`src/rtl/sint_shift_pipe_pkg.sv`:
```
// Shared types for the pipelined shifter: operation encoding and stage split helper.
package shifter_pkg;

  typedef enum logic [1:0] {
    MODE_LSL = 2'b00,
    MODE_LSR = 2'b01,
    MODE_ASR = 2'b10,
    MODE_ROR = 2'b11
  } shift_mode_e;

  // Barrel levels per register stage; earlier stages take the ceiling share.
  function automatic int levels_per_stage(input int width, input int stages);
    int lv;
    lv = $clog2(width);
    return (lv + stages - 1) / stages;
  endfunction

endpackage

```
`src/rtl/sint_shift_pipe_level.sv`:
```
// One combinational barrel level: shifts by SHIFT when the amount bit is set.
// Rotate muxing only exists when SINT_SHIFT_PIPE_ROTATE_EN is defined.
module sint_shift_level
  import shifter_pkg::*;
#(
  parameter int WIDTH = 16,
  parameter int SHIFT = 1
) (
  input  logic [WIDTH-1:0] word_i,
  input  shift_mode_e      mode_i,
  input  logic             amt_bit_i,
  output logic [WIDTH-1:0] word_o
);

  always_comb begin
    word_o = word_i;
    if (amt_bit_i) begin
      unique case (mode_i)
        MODE_LSL: word_o = word_i << SHIFT;
        MODE_LSR: word_o = word_i >> SHIFT;
        MODE_ASR: word_o = WIDTH'($signed(word_i) >>> SHIFT);
`ifdef SINT_SHIFT_PIPE_ROTATE_EN
        MODE_ROR: word_o = (word_i >> SHIFT) | (word_i << (WIDTH - SHIFT));
`else
        MODE_ROR: word_o = WIDTH'($signed(word_i) >>> SHIFT);
`endif
        default:  word_o = word_i;
      endcase
    end
  end

endmodule

```
`src/rtl/sint_shift_pipe.sv`:
```
// Pipelined signed/unsigned barrel shifter with valid/ready on both sides.
// Define SINT_SHIFT_PIPE_ROTATE_EN to make mode 2'b11 a rotate right; otherwise it is ASR.
module sint_shift_pipe
  import shifter_pkg::*;
#(
  parameter int WIDTH  = 16,
  parameter int STAGES = 2
) (
  input  logic             CLK,
  input  logic             RESET,
  input  logic             in_valid,
  output logic             in_ready,
  input  logic [WIDTH-1:0] in_data,
  input  logic [WIDTH-1:0] in_amt,
  input  logic [1:0]       in_mode,
  output logic             out_valid,
  input  logic             out_ready,
  output logic [WIDTH-1:0] out_data
);

  localparam int LEVELS = $clog2(WIDTH);
  localparam int LPS    = levels_per_stage(WIDTH, STAGES);

  typedef struct packed {
    logic              vld;
    logic              oor;
    shift_mode_e       mode;
    logic [LEVELS-1:0] amt;
    logic [WIDTH-1:0]  word;
  } stage_t;

  stage_t           front;
  stage_t           stg_in   [STAGES];
  stage_t           stg_d    [STAGES];
  stage_t           stg_q    [STAGES];
  logic [WIDTH-1:0] stg_word [STAGES];
  logic [WIDTH-1:0] lvl_in   [LEVELS];
  logic [WIDTH-1:0] lvl_out  [LEVELS];
  logic             en;
  shift_mode_e      mode_n;
  logic             oor;
`ifdef SINT_SHIFT_PIPE_ROTATE_EN
  logic [WIDTH-1:0] amt_mod;
`endif

  assign en        = out_ready | ~out_valid;
  assign in_ready  = en;
  assign out_valid = stg_q[STAGES-1].vld;
  assign out_data  = stg_q[STAGES-1].word;

  // Range detect. Out-of-range non-rotate shifts run with every amount bit set,
  // which sign-fills ASR; LSL/LSR are zeroed at the last stage from the flag.
  always_comb begin
    mode_n = shift_mode_e'(in_mode);
`ifndef SINT_SHIFT_PIPE_ROTATE_EN
    if (mode_n == MODE_ROR) mode_n = MODE_ASR;
`endif
    oor        = (in_amt >= WIDTH'(WIDTH));
    front      = '0;
    front.vld  = in_valid;
    front.oor  = oor;
    front.mode = mode_n;
    front.word = in_data;
    front.amt  = oor ? '1 : in_amt[LEVELS-1:0];
`ifdef SINT_SHIFT_PIPE_ROTATE_EN
    amt_mod = in_amt % WIDTH'(WIDTH);
    if (mode_n == MODE_ROR) front.amt = amt_mod[LEVELS-1:0];
`endif
  end

  always_comb begin
    stg_in[0] = front;
    for (int s = 1; s < STAGES; s++) stg_in[s] = stg_q[s-1];
  end

  for (genvar l = 0; l < LEVELS; l++) begin : g_lvl
    localparam int SI = l / LPS;
    if ((l % LPS) == 0) begin : g_first
      assign lvl_in[l] = stg_in[SI].word;
    end else begin : g_chain
      assign lvl_in[l] = lvl_out[l-1];
    end
    sint_shift_level #(.WIDTH(WIDTH), .SHIFT(1 << l)) u_lvl (
      .word_i    (lvl_in[l]),
      .mode_i    (stg_in[SI].mode),
      .amt_bit_i (stg_in[SI].amt[l]),
      .word_o    (lvl_out[l])
    );
  end

  for (genvar s = 0; s < STAGES; s++) begin : g_stg
    localparam int FIRST_L = s * LPS;
    localparam int LAST_L  = (((s + 1) * LPS) < LEVELS ? ((s + 1) * LPS) : LEVELS) - 1;
    if (FIRST_L <= LAST_L) begin : g_work
      assign stg_word[s] = lvl_out[LAST_L];
    end else begin : g_pass
      assign stg_word[s] = stg_in[s].word;
    end
  end

  always_comb begin
    for (int s = 0; s < STAGES; s++) begin
      stg_d[s]      = stg_in[s];
      stg_d[s].word = stg_word[s];
    end
    if (stg_in[STAGES-1].oor &&
        (stg_in[STAGES-1].mode == MODE_LSL || stg_in[STAGES-1].mode == MODE_LSR))
      stg_d[STAGES-1].word = '0;
  end

  // Global advance: every stage loads together, bubbles included.
  always_ff @(posedge CLK) begin
    if (RESET) begin
      for (int s = 0; s < STAGES; s++) stg_q[s] <= '0;
    end else if (en) begin
      for (int s = 0; s < STAGES; s++) stg_q[s] <= stg_d[s];
    end
  end

endmodule

```
`config.mk`:
```
export PLATFORM = sky130hd
export DESIGN_NAME = sint_shift_pipe
export DESIGN_NICKNAME = d
export VERILOG_FILES = /design/src/rtl/sint_shift_pipe_pkg.sv /design/src/rtl/sint_shift_pipe_level.sv /design/src/rtl/sint_shift_pipe.sv
export SDC_FILE = /design/constraint.sdc
export NUM_CORES = 1
export LEC_CHECK = 0
export ABC_AREA = 1
export CORE_MARGIN = 4
export CORE_UTILIZATION = 40
export CTS_CLUSTER_SIZE = 10
export DETAILED_ROUTE_END_ITERATION = 6
export GPL_TIMING_DRIVEN = 0
export SKIP_LAST_GASP = 1
export SLEW_MARGIN = 20
export SYNTH_ARGS = -nofsm -noshare
export SYNTH_HDL_FRONTEND = slang
export SYNTH_HIERARCHICAL = 1
export SYNTH_SLANG_ARGS = --single-unit
```
`constraint.sdc`:
```
create_clock -name CLK -period 2.3 [get_ports CLK]
set_clock_uncertainty 0.15 [all_clocks]
set_input_delay 0.23 -clock CLK [delete_from_list [all_inputs] [get_ports CLK]]
set_output_delay 0.23 -clock CLK [all_outputs]
set_load 0.01 [all_outputs]
```
==> out/results.txt <==
status -> complete, no violations
std cell rows -> 31
vias in the first global route -> 2693
first-pass detailed-route iteration total -> 5
hold buffers post-CTS -> 0
slowest CP cell -> edfxtp_1
unrepaired setup endpoints after global routing -> false
Worst-Margin Slew -> 561 ps
number of synthesized register bits -> 39
Total Power -> 1.95 mW
sequential area share after synthesis -> 37.4%
io pins -> 56
R2R setup slack -> 170 ps
WP buf/inv -> 1
Core ar. -> 7450 um^2
CP max stage delay -> 560 ps
Finished Cell Area -> 3930 um^2
Post-Syn Area -> 3130 um^2
DP Wirelength -> 5550 um
CTS root buf -> clkbuf_8
Fin. Hold Viols -> 0
Unique masters post-synth -> 25
grt total ovfl -> 0
total wire length -> 6670 um
Power Dens Cells -> 496 nW/um^2
Port-buffer cells -> 55
# resized after CTS -> 0
Hold WS -> 409 ps
hold crit path type -> reg2reg
Setup Crit Path Kind -> reg2reg
antenna fix cells -> 0
Final Non-Filler Cells -> 644
DRC Markers -> 0
Max clock buf depth -> 2
Largest register FFs -> 39
synthesized instance count -> 481
fmax -> 470 MHz
warnings from Yosys -> 6
most frequent cells in the layout -> nand2_1 (174), inv_1 (92), clkdlybuf4s50_1 (55)
syn nets -> 519
WL/cell -> 10.4 um
Die Area -> 9310 um^2
Initial Util -> 42.0%
post-CTS setup buffers -> 0
placed insts -> 636
leakage dissipation -> 1.98 nW
via count -> 2938
Num CTS Buffers -> 5
crit path cell chain -> a21oi_1 -> a21oi_2 -> a21oi_4 -> a21oi_2 -> inv_1 -> nor2_1
most used cell, CP -> a21oi_2
clock transition at the registers of the reported paths -> 70 ps
Rel. slew slack -> 62.6%
largest net degree at the start of global routing -> 22
Die Span X -> 96.5 um
final setup vio count -> 0
Syn Area/Cell -> 6.51 um^2
vias per inst -> 4.56
initial antenna violation count -> 0
CP arrival -> 2010 ps
Global Route Usage Sum -> 15.3%
Place WS -> -172 ps
Sink Count -> 39
CP max FO -> 8
Final Cycle Share -> 92.4%
Placer Congestion -> 0.886
Worst Path Required -> 2190 ps
crit start category -> flop
leading cell type in the layout, fill and taps excluded -> nand2_1
setup ws final -> 174 ps
Synth-to-Final Area Change -> 25.5%
Largest regs -> stg_q x39
Max Slew Vio Count -> 0
Crit. End Element -> flop
fin crit period -> 2130 ps
first-pass GRT wire length -> 11400 um
remaining antenna violation count -> 0
worst skew pair latency -> 280 ps
setup TNS -> 0 ps
Max VDD drop -> 0.000219 V
maxcap violations -> 0
Largest Register -> stg_q
# nets final -> 582
delay-heaviest family, CP -> compound AO/OA/AOI/OAI gates
htree depth -> 2
fin util -> 52.8%
share of layout cells above drive strength 1 -> 11.6%
drt initial violations -> 69
CTS tree -> yes
Area after DPL -> 3840 um^2
height of the die -> 96.5 um
power breakdown:
group	total, mW	leakage [nW]	internal (mW)	switching [mW]
clock	0.432	0.0422	0.213	0.220
combinational	0.622	1.48	0.274	0.348
sequential	0.892	0.452	0.858	0.0343
worst register-to-register path, cell delays in order (launching register included):
cell      delay, ps
edfxtp_1        560
a21oi_1         450
a21oi_2         160
a21oi_4         320
a21oi_2         120
inv_1            70
nor2_1           40
logic make-up after synthesis:
family / Yosys count / synth area share, %
AO/OA/AOI/OAI: 34 / 6.40
buffers and inverters: 120 / 17.3
flip-flops: 39 / 37.4
AND/OR/NAND/NOR: 288 / 38.8
synthesized netlist by cell type (all sizes together):
cell / number / share of area, %
and2: 1 / 0.20
nand2: 180 / 22
buf: 20 / 5.3
edfxtp: 39 / 37
o21ai: 17 / 3.1
clkbuf: 1 / 0.12
nand3b: 2 / 0.48
inv: 99 / 12
nor2: 61 / 8.9
a21oi: 17 / 3.3
nor3: 1 / 0.16
nand3: 43 / 6.9
metal layers:
| metal | routed length (um) | global-route usage, % | up-vias | share of wire [%] |
|---|---|---|---|---|
| li1 | - | - | 1576 | - |
| met1 | 2740 | 16.9 | 1291 | 41 |
| met3 | 272 | 2.40 | 10 | 4.1 |
| met5 | 0 | 0 | - | 0 |
| met2 | 3520 | 29.2 | 61 | 53 |
| met4 | 131 | 5.96 | 0 | 2.0 |
path summary, 6_finish.rpt:
check,start,to,cells after the start
worst max register to register,stg_q[0][21],stg_q[0][38],6
worst min register to register,stg_q[0][23],stg_q[0][47],2
worst min-delay path,stg_q[0][23],stg_q[0][47],2
worst max-delay path,stg_q[0][21],stg_q[0][38],6
area by class of cell:
cell class | instances | area [um^2]
plain buffers | 21 | 170
flip-flops and latches | 39 | 1170
repair buffers | 56 | 578
well taps | 99 | 124
clock buffers | 7 | 76.3
fillers | 763 | 3520
clock inverters | 1 | 5.00
multi-input cells | 322 | 1430
inverters | 99 | 374
No activity file was read; power rests on OpenSTA's default activity.
